[src/rtl/axil_slave_regfile.sv]
// AXI4-Lite slave with NUM_REGS 32-bit byte-writable registers and independent read/write FSMs.
// Register 0 is also driven out on REG0 for direct display.
module axil_slave_regfile #(
  parameter int ADDR_W   = 32,
  parameter int NUM_REGS = 8
) (
  input  logic              ACLK,
  input  logic              ARESETn,
  input  logic              AWVALID,
  output logic              AWREADY,
  input  logic [ADDR_W-1:0] AWADDR,
  input  logic [2:0]        AWPROT,
  input  logic              WVALID,
  output logic              WREADY,
  input  logic [31:0]       WDATA,
  input  logic [3:0]        WSTRB,
  output logic              BVALID,
  input  logic              BREADY,
  output logic [1:0]        BRESP,
  input  logic              ARVALID,
  output logic              ARREADY,
  input  logic [ADDR_W-1:0] ARADDR,
  input  logic [2:0]        ARPROT,
  output logic              RVALID,
  input  logic              RREADY,
  output logic [31:0]       RDATA,
  output logic [1:0]        RRESP,
  output logic [31:0]       REG0
);

  localparam int IDX_W = $clog2(NUM_REGS);

  localparam logic [1:0] RESP_OKAY   = 2'b00;
  localparam logic [1:0] RESP_SLVERR = 2'b10;

  typedef enum logic [1:0] {
    W_IDLE   = 2'd0,
    W_HAVE_A = 2'd1,
    W_HAVE_D = 2'd2,
    W_RESP   = 2'd3
  } w_state_t;

  typedef enum logic {
    R_IDLE = 1'b0,
    R_DATA = 1'b1
  } r_state_t;

  logic [31:0]       regs_r [NUM_REGS];
  logic              init_done_r;
  w_state_t          w_state_r, w_state_s;
  r_state_t          r_state_r, r_state_s;
  logic [ADDR_W-1:0] aw_addr_r;
  logic [31:0]       w_data_r;
  logic [3:0]        w_strb_r;
  logic [1:0]        bresp_r;
  logic [31:0]       rdata_r;
  logic [1:0]        rresp_r;

  logic              awready_s, wready_s, arready_s, bvalid_s, rvalid_s;
  logic              aw_hs_s, w_hs_s, ar_hs_s, b_hs_s, r_hs_s;
  logic              commit_s;
  logic [ADDR_W-1:0] cm_addr_s;
  logic [31:0]       cm_data_s;
  logic [3:0]        cm_strb_s;
  logic              unused_s;

  function automatic logic addr_in_range(input logic [ADDR_W-1:0] a);
    return (a >> (IDX_W + 2)) == {ADDR_W{1'b0}};
  endfunction

  function automatic logic [IDX_W-1:0] addr_index(input logic [ADDR_W-1:0] a);
    return a[IDX_W+1:2];
  endfunction

  function automatic logic [31:0] merge_bytes(input logic [31:0] old_v,
                                              input logic [31:0] new_v,
                                              input logic [3:0]  strb);
    logic [31:0] res;
    res = old_v;
    for (int b = 0; b < 4; b++) begin
      if (strb[b]) res[8*b +: 8] = new_v[8*b +: 8];
    end
    return res;
  endfunction

  assign aw_hs_s = AWVALID & awready_s;
  assign w_hs_s  = WVALID & wready_s;
  assign ar_hs_s = ARVALID & arready_s;
  assign b_hs_s  = bvalid_s & BREADY;
  assign r_hs_s  = rvalid_s & RREADY;

  // Half of the write pair may already be latched; the other half comes straight off the bus.
  assign cm_addr_s = (w_state_r == W_HAVE_A) ? aw_addr_r : AWADDR;
  assign cm_data_s = (w_state_r == W_HAVE_D) ? w_data_r : WDATA;
  assign cm_strb_s = (w_state_r == W_HAVE_D) ? w_strb_r : WSTRB;

  // State registers; init_done_r holds the READYs low until the first edge after reset release.
  always_ff @(posedge ACLK or negedge ARESETn) begin
    if (!ARESETn) begin
      w_state_r   <= W_IDLE;
      r_state_r   <= R_IDLE;
      init_done_r <= 1'b0;
    end else begin
      w_state_r   <= w_state_s;
      r_state_r   <= r_state_s;
      init_done_r <= 1'b1;
    end
  end

  // Write FSM next state; commit_s marks the edge that enters W_RESP.
  always_comb begin
    w_state_s = w_state_r;
    commit_s  = 1'b0;
    case (w_state_r)
      W_IDLE: begin
        if (aw_hs_s && w_hs_s) begin
          w_state_s = W_RESP;
          commit_s  = 1'b1;
        end else if (aw_hs_s) begin
          w_state_s = W_HAVE_A;
        end else if (w_hs_s) begin
          w_state_s = W_HAVE_D;
        end else begin
          w_state_s = W_IDLE;
        end
      end
      W_HAVE_A: begin
        if (w_hs_s) begin
          w_state_s = W_RESP;
          commit_s  = 1'b1;
        end else begin
          w_state_s = W_HAVE_A;
        end
      end
      W_HAVE_D: begin
        if (aw_hs_s) begin
          w_state_s = W_RESP;
          commit_s  = 1'b1;
        end else begin
          w_state_s = W_HAVE_D;
        end
      end
      W_RESP: begin
        if (b_hs_s) w_state_s = W_IDLE;
        else        w_state_s = W_RESP;
      end
      default: w_state_s = W_IDLE;
    endcase
  end

  // Read FSM next state.
  always_comb begin
    r_state_s = r_state_r;
    case (r_state_r)
      R_IDLE: begin
        if (ar_hs_s) r_state_s = R_DATA;
        else         r_state_s = R_IDLE;
      end
      R_DATA: begin
        if (r_hs_s) r_state_s = R_IDLE;
        else        r_state_s = R_DATA;
      end
      default: r_state_s = R_IDLE;
    endcase
  end

  // Channel handshake outputs decoded from the registered states.
  always_comb begin
    awready_s = 1'b0;
    wready_s  = 1'b0;
    bvalid_s  = 1'b0;
    arready_s = 1'b0;
    rvalid_s  = 1'b0;
    case (w_state_r)
      W_IDLE:   begin awready_s = init_done_r; wready_s = init_done_r; end
      W_HAVE_A: wready_s  = 1'b1;
      W_HAVE_D: awready_s = 1'b1;
      W_RESP:   bvalid_s  = 1'b1;
      default:  bvalid_s  = 1'b0;
    endcase
    case (r_state_r)
      R_IDLE:  arready_s = init_done_r;
      R_DATA:  rvalid_s  = 1'b1;
      default: rvalid_s  = 1'b0;
    endcase
  end

  // Register bank, write-side latches and response capture; a same-edge read sees the pre-commit value.
  always_ff @(posedge ACLK or negedge ARESETn) begin
    if (!ARESETn) begin
      for (int i = 0; i < NUM_REGS; i++) regs_r[i] <= 32'h0000_0000;
      aw_addr_r <= {ADDR_W{1'b0}};
      w_data_r  <= 32'h0000_0000;
      w_strb_r  <= 4'b0000;
      bresp_r   <= RESP_OKAY;
      rdata_r   <= 32'h0000_0000;
      rresp_r   <= RESP_OKAY;
    end else begin
      if (aw_hs_s) aw_addr_r <= AWADDR;
      if (w_hs_s) begin
        w_data_r <= WDATA;
        w_strb_r <= WSTRB;
      end
      if (commit_s) begin
        if (addr_in_range(cm_addr_s)) begin
          regs_r[addr_index(cm_addr_s)] <=
            merge_bytes(regs_r[addr_index(cm_addr_s)], cm_data_s, cm_strb_s);
          bresp_r <= RESP_OKAY;
        end else begin
          bresp_r <= RESP_SLVERR;
        end
      end
      if (ar_hs_s) begin
        if (addr_in_range(ARADDR)) begin
          rdata_r <= regs_r[addr_index(ARADDR)];
          rresp_r <= RESP_OKAY;
        end else begin
          rdata_r <= 32'h0000_0000;
          rresp_r <= RESP_SLVERR;
        end
      end
    end
  end

  assign AWREADY = awready_s;
  assign WREADY  = wready_s;
  assign BVALID  = bvalid_s;
  assign BRESP   = bresp_r;
  assign ARREADY = arready_s;
  assign RVALID  = rvalid_s;
  assign RDATA   = rdata_r;
  assign RRESP   = rresp_r;
  assign REG0    = regs_r[0];

  // Protection bits and byte-lane address bits carry no meaning for this slave.
  assign unused_s = ^{AWPROT, ARPROT, AWADDR[1:0], ARADDR[1:0], aw_addr_r[1:0]};

endmodule
[config.mk]
export PLATFORM = sky130hd
export DESIGN_NAME = axil_slave_regfile
export DESIGN_NICKNAME = d
export VERILOG_FILES = /design/src/rtl/axil_slave_regfile.sv
export SDC_FILE = /design/constraint.sdc
export NUM_CORES = 1
export LEC_CHECK = 0
export BUFFER_PORTS_ARGS = -buffer_cell sky130_fd_sc_hd__buf_2
export CORE_AREA = 8 8 242 244
export DETAILED_ROUTE_END_ITERATION = 8
export DIE_AREA = 0 0 250 252
export SETUP_SLACK_MARGIN = 0.1
export SLEW_MARGIN = 0
export SYNTH_ARGS = -nofsm -noshare
export SYNTH_HDL_FRONTEND = slang
export SYNTH_SLANG_ARGS = --single-unit
[constraint.sdc]
create_clock -name ACLK -period 2.95 [get_ports ACLK]
set_input_delay 0.1475 -clock ACLK [delete_from_list [all_inputs] [get_ports ACLK]]
set_output_delay 0.1475 -clock ACLK [all_outputs]
set_load 0.01 [all_outputs]
==> flow_summary_export.csv <==
group,metric,value,unit
routing,top_layer_used,"met5",
worst_setup_path,crit_family,"compound AO/OA/AOI/OAI gates",
floorplanning,core,54700,um2
clock_network,cts_buffers,40,
grt,grt_max_degree,87,
clock_network,cts_buffer_depth,3,
hold_path,min_delay_worst_endpoint,"aw_addr_r[4]",
routing,num_vias,15500,
routing,drc,0,
hold_path,min-delay-start,"AWADDR[4]",
grt,first_global_vias,15700,
logic_synthesis,yosys_warnings,0,
logic_synthesis,yosysTopAreaCellShare,47.8,%
worst_setup_path,crit_fanout,12,
grt,grt_pass1_wl,96.7,mm
worst_setup_path,max_stage_delay,0.67,ns
worst_setup_path,rrSetupSlack,0.18,ns
hold_path,hold_path_depth,2,
worst_setup_path,cp-end-kind,"register",
worst_setup_path,worstSetupStartpointType,"register",
place,placed_cells,2575,
grt,grt_antenna_before_repair,3,
finish,layout.nets,2093,
finish,utilization,41.9,%
worst_setup_path,crit_chain,"nor2b_4 -> buf_4 -> o31ai_2 -> buf_12 -> buf_4 -> a22oi_1 -> o22ai_1 -> nor3_2 -> buf_4 -> o31ai_1",
hold_path,hold_class,"in -> reg",
timing,period_share,93.9,%
worst_setup_path,rr_worst_depth,10,
pwr,p_per_area,709,nW/um2
routing,vias_per_cell,5.69,
clock_network,clk-insertion-delay-late,0.55,ns
timing,rsz0062_at_grt,"no",
finish,layout-drive-gt1-share,27.6,%
place,dp_hpwl,42.7,mm
worst_setup_path,cp_num_buf_inv,4,
worst_setup_path,critPathSlowestCell,"o31ai_2",
logic_synthesis,synthFlopType,"dfrtp_1",
clock_network,cts_root_buffer,"clkbuf_16",
routing,m1WireLength,27.2,mm
clock_network,clk_pin_slew,0.06,ns
timing,relSlewSlack,33.8,%
grt,grt_overflow,0,
clock_network,cts_num_sinks,360,
finish,final_common_cell,"nand2_1",
timing,worst_pin_slew,0.985,ns
floorplanning,fp.dieW,250,um
routing,ant_nets,0,
routing,dr_wl_met2,28.7,mm
routing,wl_per_cell,23.4,um
clock_network,htreeDepth,2,
pwr,p_leak,9.89,nW
worst_setup_path,r2r_start,"w_state_r[0]",
finish,fin_cells,2717,
place,port_buffers,173,
finish,area_growth,21.4,%
pwr,irDropWorstVdd,379,uV
timing,max_freq,361,MHz
timing,clock_skew,0.0140,ns
floorplanning,die_area,63000,um2
logic_synthesis,yosysSeqAreaShare,47.8,%
logic_synthesis,avgSynthCellArea,10.8,um2
grt,grt_usage,19.6,%
clock_network,postCtsSetupRepairBufs,0,
timing,fin_crit,2.77,ns
finish,final_cell_mix,"374 x nand2_1, 360 x dfrtp_1, 241 x o31ai_1, 171 x buf_2, 113 x buf_4",
worst_setup_path,reg2reg_to,"regs_r[80]",
routing,drt_first_pass_iters,5,
routing,wl,63.5,mm
timing,finalSetupViolCount,0,
timing,fin_setup_tns,0,ns
timing,slew_violations,0,
floorplanning,io_pins,186,
logic_synthesis,synth_cells,1753,
logic_synthesis,synth_edf_count,0,
worst_setup_path,arrival,3.22,ns
logic_synthesis,yosys-top-cells-area,"dfrtp_1 48%, o31ai_1 9.6%, mux4_2 7.6%",
job,cap_violations,0,
outcome,outcome,"finished clean",
logic_synthesis,yosysUniqueCellTypes,71,
worst_setup_path,cpMostUsedCell,"buf_4",
place,gp_congestion,0.857,
routing,drt_iter0_markers,1548,
worst_setup_path,critPathKind,"reg -> reg",
floorplanning,rows,86,
logic_synthesis,syn_area,18900,um2
clock_network,cts_tree,"yes",
worst_setup_path,cp.required,3.39,ns
routing,wl_met3,5.12,mm
logic_synthesis,ys_ff_latch,360,
floorplanning,die_y,252,um
floorplanning,start_util,34.5,%
timing,hold_viol,0,
logic_synthesis,synth_top_area_cell,"dfrtp_1",
logic_synthesis,ys_async_sr_fraction,100,%
[power breakdown]
group | internal (mW) | leakage (nW) | total, mW | switching [mW]
clock network | 2.88 | 0.638 | 4.96 | 2.07
registers | 5.42 | 4.87 | 5.72 | 0.298
logic | 2.01 | 4.38 | 5.55 | 3.55
total | 10.3 | 9.89 | 16.2 | 5.92
[worst reg2reg max path: stages, from the launching register on]
cell	delay (ns)
dfrtp_1	0.38
nor2b_4	0.19
buf_4	0.19
o31ai_2	0.67
buf_12	0.25
buf_4	0.16
a22oi_1	0.07
o22ai_1	0.23
nor3_2	0.07
buf_4	0.16
o31ai_1	0.28
[Yosys cell counts (9+ instances only)]
cell type  number
nand2_1       376
dfrtp_1       360
o31ai_1       242
clkbuf_1       76
mux2_2         75
mux2i_1        70
a22oi_1        67
mux4_2         64
o21ai_0        62
buf_4          38
buf_1          35
nor2_1         33
buf_2          30
and3_1         24
a21oi_1        19
nor4_1         19
o22ai_1        13
o221ai_1       10
a21boi_0        9
and2_1          9
[how the worst max path moves through the flow]
stage | end | start | cells past startpoint | slack [ns]
finish | regs_r[80] | w_state_r[0] | 10 | 0.18
global route | regs_r[162] | w_state_r[1] | 7 | 0.1
CTS | regs_r[80] | w_state_r[0] | 10 | 0.25
detailed placement | regs_r[162] | w_state_r[1] | 7 | 0.11
global placement | REG0[2] | w_state_r[1] | 7 | 0.17
floorplan | REG0[9] | w_state_r[0] | 9 | 0.62
[cell families (layout without fill, tap and decap cells)]
family | Yosys count | after routing | synth area share [%]
and+or+nand+nor | 514 | 514 | 12.3
DFF | 360 | 360 | 47.8
other | 2 | 6 | 0.0398
buffers and inverters | 191 | 447 | 4.92
AOI/OAI and AO/OA | 473 | 473 | 18.8
muxes | 213 | 213 | 16.1
[layout make-up]
cell class | instances | area [um2]
inverters | 7 | 26.3
repair buffers | 368 | 2710
clock buffers | 58 | 1150
diodes | 3 | 7.51
flip-flops and latches | 360 | 9010
fillers | 5170 | 31800
multi-input cells | 1203 | 8990
well taps | 704 | 881
clock inverters | 14 | 128
[layer usage]
metal  up-vias  global-route usage (%)
met3       151                    4.41
li1       6975                       -
met2       645                    31.0
met5         -                       0
met4         2                    8.26
met1      7679                    25.7
[stage by stage]
stage | total power [mW] | hold WS (ns) | cell area (um2) | setup slack, ns
floorplan | 8.72 | -0.148 | 18900 | 0.619
global placement | 11.1 | 0.207 | 20900 | 0.171
detailed placement | 11.2 | 0.210 | 20900 | 0.113
CTS | 16.2 | 0.0488 | 22900 | 0.253
global route | 16.9 | 0.0757 | 22900 | 0.0987
finish | 16.2 | 0.0820 | 22900 | 0.179
[flip-flops by register name (all words and copies together), names as in the netlist]
| signal | count |
|---|---|
| regs_r | 224 |
| RDATA | 32 |
| REG0 | 32 |
| w_data_r | 32 |
| aw_addr_r | 30 |
| w_strb_r | 4 |
| w_state_r | 2 |
| BRESP | 1 |
| RRESP | 1 |
| init_done_r | 1 |
| r_state_r | 1 |
[what timing repair did]
item / in CTS / in global routing
hold buffers: 67 / 0
endpoints found under the setup margin: 3 / 0
endpoints found under the hold margin: 145 / 0
gates resized for setup: 1 / 0
Note: power is estimated with default switching activity, not from simulation.
